`src/rtl/lb_pkg.sv`:
```
// Shared definitions for the line-buffer conv datapath.
// Holds the sequencer state encoding and the default frame/kernel geometry
// reused by the sequencer, the line buffer and the window mux.
package lb_pkg;

  // Sequencer state encoding.
  typedef enum logic [1:0] {
    ST_IDLE = 2'd0,
    ST_RUN  = 2'd1,
    ST_DONE = 2'd2
  } lb_state_e;

  // Default geometry.
  localparam int LB_IMG_W = 28;
  localparam int LB_IMG_H = 28;
  localparam int LB_K     = 3;

endpackage

```
`src/rtl/lb_pos_cnt.sv`:
```
// Column / row / row-select position counter for the line-buffer sequencer.
// Ports:
//   iClk, iRst   : clock, synchronous active-high reset
//   iClr         : force all counters to zero
//   iAdv         : consume one pixel (advance the position)
//   oCol, oRow   : current column / row
//   oRowSel      : line-buffer row being written, rotates 0..K-1
//   oLastCol     : current column is the last of the row
//   oLastPix     : current position is the last pixel of the frame
module lb_pos_cnt
  import lb_pkg::*;
#(
  parameter int IMG_W = LB_IMG_W,
  parameter int IMG_H = LB_IMG_H,
  parameter int K     = LB_K,
  parameter int CW    = 5,
  parameter int RW    = 2
) (
  input  logic          iClk,
  input  logic          iRst,
  input  logic          iClr,
  input  logic          iAdv,
  output logic [CW-1:0] oCol,
  output logic [CW-1:0] oRow,
  output logic [RW-1:0] oRowSel,
  output logic          oLastCol,
  output logic          oLastPix
);

  localparam logic [CW-1:0] COL_LAST = CW'(IMG_W - 1);
  localparam logic [CW-1:0] ROW_LAST = CW'(IMG_H - 1);
  localparam logic [RW-1:0] SEL_LAST = RW'(K - 1);

  logic [CW-1:0] col_q, col_d;
  logic [CW-1:0] row_q, row_d;
  logic [RW-1:0] sel_q, sel_d;
  logic          last_col;
  logic          last_pix;

  assign last_col = (col_q == COL_LAST);
  assign last_pix = last_col && (row_q == ROW_LAST);

  always_comb begin
    col_d = col_q;
    row_d = row_q;
    sel_d = sel_q;
    if (iClr) begin
      col_d = '0;
      row_d = '0;
      sel_d = '0;
    end else if (iAdv) begin
      if (last_pix) begin
        // Frame end: every frame restarts in line-buffer row 0.
        col_d = '0;
        row_d = '0;
        sel_d = '0;
      end else if (last_col) begin
        col_d = '0;
        row_d = row_q + CW'(1);
        sel_d = (sel_q == SEL_LAST) ? '0 : sel_q + RW'(1);
      end else begin
        col_d = col_q + CW'(1);
      end
    end
  end

  always_ff @(posedge iClk) begin
    if (iRst) begin
      col_q <= '0;
      row_q <= '0;
      sel_q <= '0;
    end else begin
      col_q <= col_d;
      row_q <= row_d;
      sel_q <= sel_d;
    end
  end

  assign oCol     = col_q;
  assign oRow     = row_q;
  assign oRowSel  = sel_q;
  assign oLastCol = last_col;
  assign oLastPix = last_pix;

endmodule

```
`src/rtl/lb_sched_ctrl.sv`:
```
// Frame-level sequencer for the line-buffer conv datapath.
// Consumes the pixel-slot strobe, tracks column/row position, drives the
// line-buffer write port and flags complete KxK windows.
// Handshake: iStart is taken only in IDLE; oBusy is high while the frame runs
// and during the single-cycle oDone pulse that follows the last pixel write.
// Ports:
//   iClk, iRst   : clock, synchronous active-high reset
//   iStart       : frame start request (IDLE only)
//   iEn          : pixel-slot strobe, one pixel per enabled RUN cycle
//   oBusy, oDone : frame in progress / frame finished pulse
//   oLbWrEn      : line-buffer write enable
//   oLbWrAddr    : write column address
//   oLbRowSel    : line-buffer row being written
//   oCol, oRow   : current position
//   oWinValid    : a full KxK window is available at this write
//   oState       : current sequencer state (debug)
module lb_sched_ctrl
  import lb_pkg::*;
#(
  parameter int IMG_W = LB_IMG_W,
  parameter int IMG_H = LB_IMG_H,
  parameter int K     = LB_K,
  parameter int CW    = 5,
  parameter int RW    = 2
) (
  input  logic          iClk,
  input  logic          iRst,
  input  logic          iStart,
  input  logic          iEn,
  output logic          oBusy,
  output logic          oDone,
  output logic          oLbWrEn,
  output logic [CW-1:0] oLbWrAddr,
  output logic [RW-1:0] oLbRowSel,
  output logic [CW-1:0] oCol,
  output logic [CW-1:0] oRow,
  output logic          oWinValid,
  output logic [1:0]    oState
);

  localparam logic [CW-1:0] WIN_MIN = CW'(K - 1);

  lb_state_e     state_q, state_d;
  logic          adv;
  logic          last_col;
  logic          last_pix;
  logic [CW-1:0] col;
  logic [CW-1:0] row;
  logic [RW-1:0] row_sel;

  // A pixel is consumed only in RUN; an iEn arriving with iStart in IDLE
  // is not a pixel.
  assign adv = (state_q == ST_RUN) && iEn;

  lb_pos_cnt #(
    .IMG_W (IMG_W),
    .IMG_H (IMG_H),
    .K     (K),
    .CW    (CW),
    .RW    (RW)
  ) u_pos_cnt (
    .iClk     (iClk),
    .iRst     (iRst),
    .iClr     (state_q == ST_IDLE),
    .iAdv     (adv),
    .oCol     (col),
    .oRow     (row),
    .oRowSel  (row_sel),
    .oLastCol (last_col),
    .oLastPix (last_pix)
  );

  always_comb begin
    state_d = state_q;
    unique case (state_q)
      ST_IDLE: if (iStart) state_d = ST_RUN;
      // last_pix already implies last_col; both are named for readability.
      ST_RUN:  if (adv && last_col && last_pix) state_d = ST_DONE;
      ST_DONE: state_d = ST_IDLE;
      default: state_d = ST_IDLE;
    endcase
  end

  always_ff @(posedge iClk) begin
    if (iRst) state_q <= ST_IDLE;
    else      state_q <= state_d;
  end

  assign oBusy     = (state_q == ST_RUN) || (state_q == ST_DONE);
  assign oDone     = (state_q == ST_DONE);
  assign oLbWrEn   = adv;
  assign oLbWrAddr = col;
  assign oLbRowSel = row_sel;
  assign oCol      = col;
  assign oRow      = row;
  assign oWinValid = adv && (row >= WIN_MIN) && (col >= WIN_MIN);
  assign oState    = state_q;

endmodule

```
`config.mk`:
```
export PLATFORM = sky130hd
export DESIGN_NAME = lb_sched_ctrl
export DESIGN_NICKNAME = d
export VERILOG_FILES = /design/src/rtl/lb_pkg.sv /design/src/rtl/lb_pos_cnt.sv /design/src/rtl/lb_sched_ctrl.sv
export SDC_FILE = /design/constraint.sdc
export NUM_CORES = 1
export LEC_CHECK = 0
export BUFFER_PORTS_ARGS = -buffer_cell sky130_fd_sc_hd__buf_2
export CAP_MARGIN = 20
export CORE_MARGIN = 4
export CORE_UTILIZATION = 44
export DETAILED_ROUTE_END_ITERATION = 7
export PLACE_DENSITY = 0.8
export SLEW_MARGIN = 20
export SYNTH_ARGS = -nofsm -noshare
export SYNTH_HDL_FRONTEND = slang
export SYNTH_SLANG_ARGS = --single-unit
```
`constraint.sdc`:
```
create_clock -name iClk -period 1.3 [get_ports iClk]
set_input_delay 0.065 -clock iClk [delete_from_list [all_inputs] [get_ports iClk]]
set_output_delay 0.065 -clock iClk [all_outputs]
set_load 0.05 [all_outputs]
```
Word-level counts from Yosys, hierarchy flattened. Cells that the tools add are included.

Bits in registers: 14. Bits in latches: 0. RAM bits: 0. ROM bits: 0. Input port bits: 4. Output and inout bits: 23. Memories: 0.

Add/subtract/negate cells: 3. Multiply operators: 0. Divide/modulo/power cells: 0. Magnitude comparators: 2. Equality and inequality tests: 7. Shifts and indexed selects: 0. Muxes and demuxes: 10. Bitwise logic cells: 0. Reduce and logical (&&, ||, !) cells: 12.

Operator list (count): two-way mux 5 bit (4); adder 5 x 1 -> 5 bit, second input constant (2); == test 5 bit, second input constant (2); >= comparator 5 x 2 -> 1 bit, second input constant (2); two-way mux 2 bit (5); logical AND 1 bit (6); == test 2 bit, second input constant (2); case mux 2 bit (2 select lines) (1); AND reduction 2 bit (2); adder 2 x 1 -> 2 bit, second input constant (1); == test 2 x 1 -> 1 bit, second input constant (1); logical NOT 2 bit (1); != test 2 x 1 -> 1 bit, second input constant (1); != test 2 bit, second input constant (1); nonzero test 2 bit (1); OR reduction 2 bit (1); logical OR 1 bit (1).

Logic depth before layout (Yosys ltp).
Depth after elaboration: 6. Mapped depth: 7.

Hierarchy. Synthesis repeated with hierarchy kept, for this count alone.

Cells, all modules: 96. Area total of the unflattened synthesis: 853.3 um^2.

By module, submodules not included: lb_pos_cnt (instances 1, cells an instance 69, area an instance 600.6 um^2, seq. area each 240.2 um^2); lb_sched_ctrl (instances 1, cells an instance 27, area an instance 252.7 um^2, seq. area each 40.0 um^2).

Least setup slack after synthesis. Ideal clock, no wire load.

Path type: register -> output. From: register state_q[0], in the netlist oState[0]. To: output port oWinValid. Arrival: 2.344 ns. Path slack: -1.109 ns. Cell stages (with the launch flop): 6. Buffers on the path: 1. Cells stage by stage: dfxtp_1 > ha_1 > and2_1 > buf_2 > o21ai_0 > a21oi_1.

Word-level cells in the longest chain between the ends: 4.

RTL lines: start: declaration (RTL line lb_sched_ctrl.sv:43) `lb_state_e state_q, state_d;`; start signal: assignment (RTL line lb_sched_ctrl.sv:86) `else state_q <= state_d;`; == test 2 x 1 -> 1 bit (RTL line lb_sched_ctrl.sv:53) `assign adv = (state_q == ST_RUN) && iEn;`; logical AND 1 bit (RTL line lb_sched_ctrl.sv:53); named net oLbWrEn (RTL line lb_sched_ctrl.sv:32) `output logic oLbWrEn,`; logical AND 1 bit (2 in a row) (RTL line lb_sched_ctrl.sv:96) `assign oWinValid = adv && (row >= WIN_MIN) && (col >= WIN_MIN);`; end: declaration (RTL line lb_sched_ctrl.sv:37) `output logic oWinValid,`.

The timed path passes the listed nets, and every way through them passes these cells.

Final worst setup path.
From: register u_pos_cnt.col_q[0], in the netlist u_pos_cnt.oCol[0]. To: output port oWinValid.

Word-level cells in the longest chain between the ends: 2.

RTL lines: start: declaration (RTL line lb_pos_cnt.sv:34) `logic [CW-1:0] col_q, col_d;`; start signal: assignment (RTL line lb_pos_cnt.sv:73) `col_q <= col_d;`; >= comparator 5 x 2 -> 1 bit (RTL line lb_sched_ctrl.sv:96); logical AND 1 bit (RTL line lb_sched_ctrl.sv:96).

Every way passes these cells.

==> results_dict.tcl <==
set metrics [dict create \
    tightest_slew_ns 0.497 \
    fp.dieW_microns 51.5 \
    fmax_ghz 0.590 \
    timing.hold.ws_ns 0.0815 \
    first_global_vias 902 \
    area_delta_synth_final_pct 80.4 \
    preCtsSetupSlack_ns -0.145 \
    violations "negative setup slack" \
    drt-pass1-iter-count 5 \
    required_ns 1.24 \
    leakagePower_nw 0.663 \
    ys_seq_area_share_pct 33.7 \
    drc_errors 0 \
    fin_tns_setup_ns -2.75 \
    synthArstFlopShare_pct 0 \
    ctsHoldBuffers 0 \
    avgSynthCellArea_sq_um 9.13 \
    place_congestion 0.799 \
    crit_buf_inv 2 \
    grt_remaining_overflow 0 \
    final_cell_count_no_fill 171 \
    grt_max_degree 9 \
    rsz0062_at_grt "yes" \
    synth_nets 104 \
    max_stage_delay_ns 0.42 \
    synth_top_area_cell "dfxtp_1" \
    cts.clk_slew.worst_paths_ns 0.10 \
    ant_nets 0 \
    crit_fanout 2 \
    finClkSkew_ns 0.00936 \
    port_buffers 26 \
    io_pins 27 \
    dieArea_sq_mm 0.00265 \
    wl_mm 2.70 \
    fp.coreArea_sq_mm 0.00176 \
    power_density_mw_per_mm2 1180 \
    synthCells 91 \
    vias 880 \
    synth_edf_count 0 \
    cts_sinks 14 \
    min_path_cells 3 \
    synth.distinct_cells 36 \
    grt_usage_pct 20.7 \
    ys_seq_elements 14 \
    r2r_cells 7 \
    routed_via_density 5.15 \
    regArea_sq_um 310 \
    antenna_found_initial 0 \
    setup_viol 17 \
    total_power_mw 1.77 \
    fp.dieH_microns 51.5 \
    hold_path_class "in2reg" \
    arrival_ns 1.63 \
    rows 15 \
    cts_tree "yes" \
    cts-root-buf "clkbuf_4" \
    final.min_clock_period_ns 1.70 \
    initial_core_util_pct 47.1 \
    slew-limit-headroom_pct 66.9 \
    r2r-start "u_pos_cnt.oCol[0]" \
    hpwlAfterDp_mm 1.65 \
    clock_path_buffers 2 \
    critPathSlowestCell "or4_4" \
    drive_gt1_share_pct 71.9 \
    crit_chain "inv_1, ha_2, or4_4, o21ai_4, a21oi_4, buf_6" \
    cp_top_family "simple AND/OR/NAND/NOR gates" \
    yosysWarningCount 0 \
    post-route-period-util_pct 130 \
    min_from "iRst" \
    htree_levels 1 \
    yosysTopAreaCellShare_pct 33.7 \
    status "finished, violations left" \
    multi_input_area_sq_um 678 \
    cp-end-kind "output port" \
    r2r-end "oState[1]" \
    synth.area.top_cells "dfxtp_1 (34%), ha_1 (14%), mux2i_1 (4.8%), buf_4 (4.5%), nand2b_1 (3.8%)" \
    synth_top_flop_cell "dfxtp_1" \
    start_kind "flip-flop" \
    nets 160 \
    slew_viol_final 0 \
    hold_path_end "oState[0]" \
    wire_per_inst_microns 15.8 \
    drt-initial-drc-count 17 \
    diodes 0 \
    grt_pass1_wl_mm 4.06 \
    drv_cap 0 \
    fillCellCount 100 \
    syn-cell-area_sq_um 831 \
    peakVddDrop_uv 981 \
    placed_cells 157 \
    final_hold_viol_count 0 \
    cp.depth 6 \
    setup_ws_ns -0.396 \
    r2r_setup_slack_ns -0.26 \
    numCtsBuffers 3 \
    worstSetupPathType "reg2out" \
    clk_latency_ns 0.30 \
]
-- routing by layer --
layer / up-vias / GRT usage [%] / wire length, microns
met5: - / 0 / 0
met4: 0 / 5.68 / 45
met3: 4 / 2.62 / 91
met2: 28 / 41.5 / 1460
met1: 430 / 21.8 / 1100
li1: 418 / - / -
-- timing repair --
item	in CTS	in global routing
endpoints found under the setup margin	15	16
setup buffers	7	4
resized for setup	24	13
pin swaps	17	11
-- cell usage in the layout (no fill, tap or decap), types with 4 or more instances in the layout --
cell,Yosys,final
buf_2,1,22
nand2b_1,5,5
dfxtp_4,0,6
ha_1,9,4
dfxtp_2,0,6
ha_4,0,4
nor2_1,8,8
mux2i_1,4,4
buf_6,0,11
buf_4,5,24
-- area by class of cell --
cell class,instances,area share (%)
inverter,5,1.59
multi-input combinational,65,45.2
clock buffer,4,1.75
timing repair buffer,58,28.6
tap,25,2.09
sequential,14,20.7
-- worst max-delay path by stage --
stage	endpoint	startpoint
floorplan	oWinValid	u_pos_cnt.oCol[0]
global placement	oWinValid	u_pos_cnt.oCol[0]
detailed placement	oWinValid	u_pos_cnt.oCol[0]
CTS	oWinValid	u_pos_cnt.oCol[0]
global route	oWinValid	u_pos_cnt.oCol[0]
finish	oWinValid	u_pos_cnt.oCol[0]
-- cell usage after synthesis (2+ instances only) --
cell type and n:
dfxtp_1 14, a211oi_1 2, and2_1 2, ha_1 9, xor2_1 2, nand2b_1 5, nor2_1 8, nand2_1 4
mux2i_1 4, a21oi_1 3, buf_4 5, inv_1 5, nor3_1 5
-- through the flow --
step / utilization [%] / instance area, sq um
finish: 85.0 / 1500
global route: 85.0 / 1500
CTS: 79.6 / 1410
detailed placement: 70.7 / 1250
global placement: 70.7 / 1250
floorplan: - / 992
-- kinds of logic after synthesis --
family	share of synthesized area, %
mux	4.82
simple gates	26.5
flops	33.7
fa+ha+maj	13.6
compound gates	10.4
buf+inv	7.83
xor+xnor	3.16
-- power breakdown --
group,internal (mW),switching (mW)
Clock,0.120,0.165
Combinational,0.427,0.567
Sequential,0.462,0.0325
Total,1.01,0.764
-- state kept, by name, indices dropped and copies added (netlist names) --
register           cells
u_pos_cnt.oRowSel      2
u_pos_cnt.oCol         5
oState                 2
u_pos_cnt.oRow         5
-- worst min-delay path, delay by kind of cell --
family                 cells  cell delay (ns)
AND/OR/NAND/NOR            1             0.10
multiplexers               1             0.06
buffers and inverters      1             0.11
(Power assumes the default switching activity.)
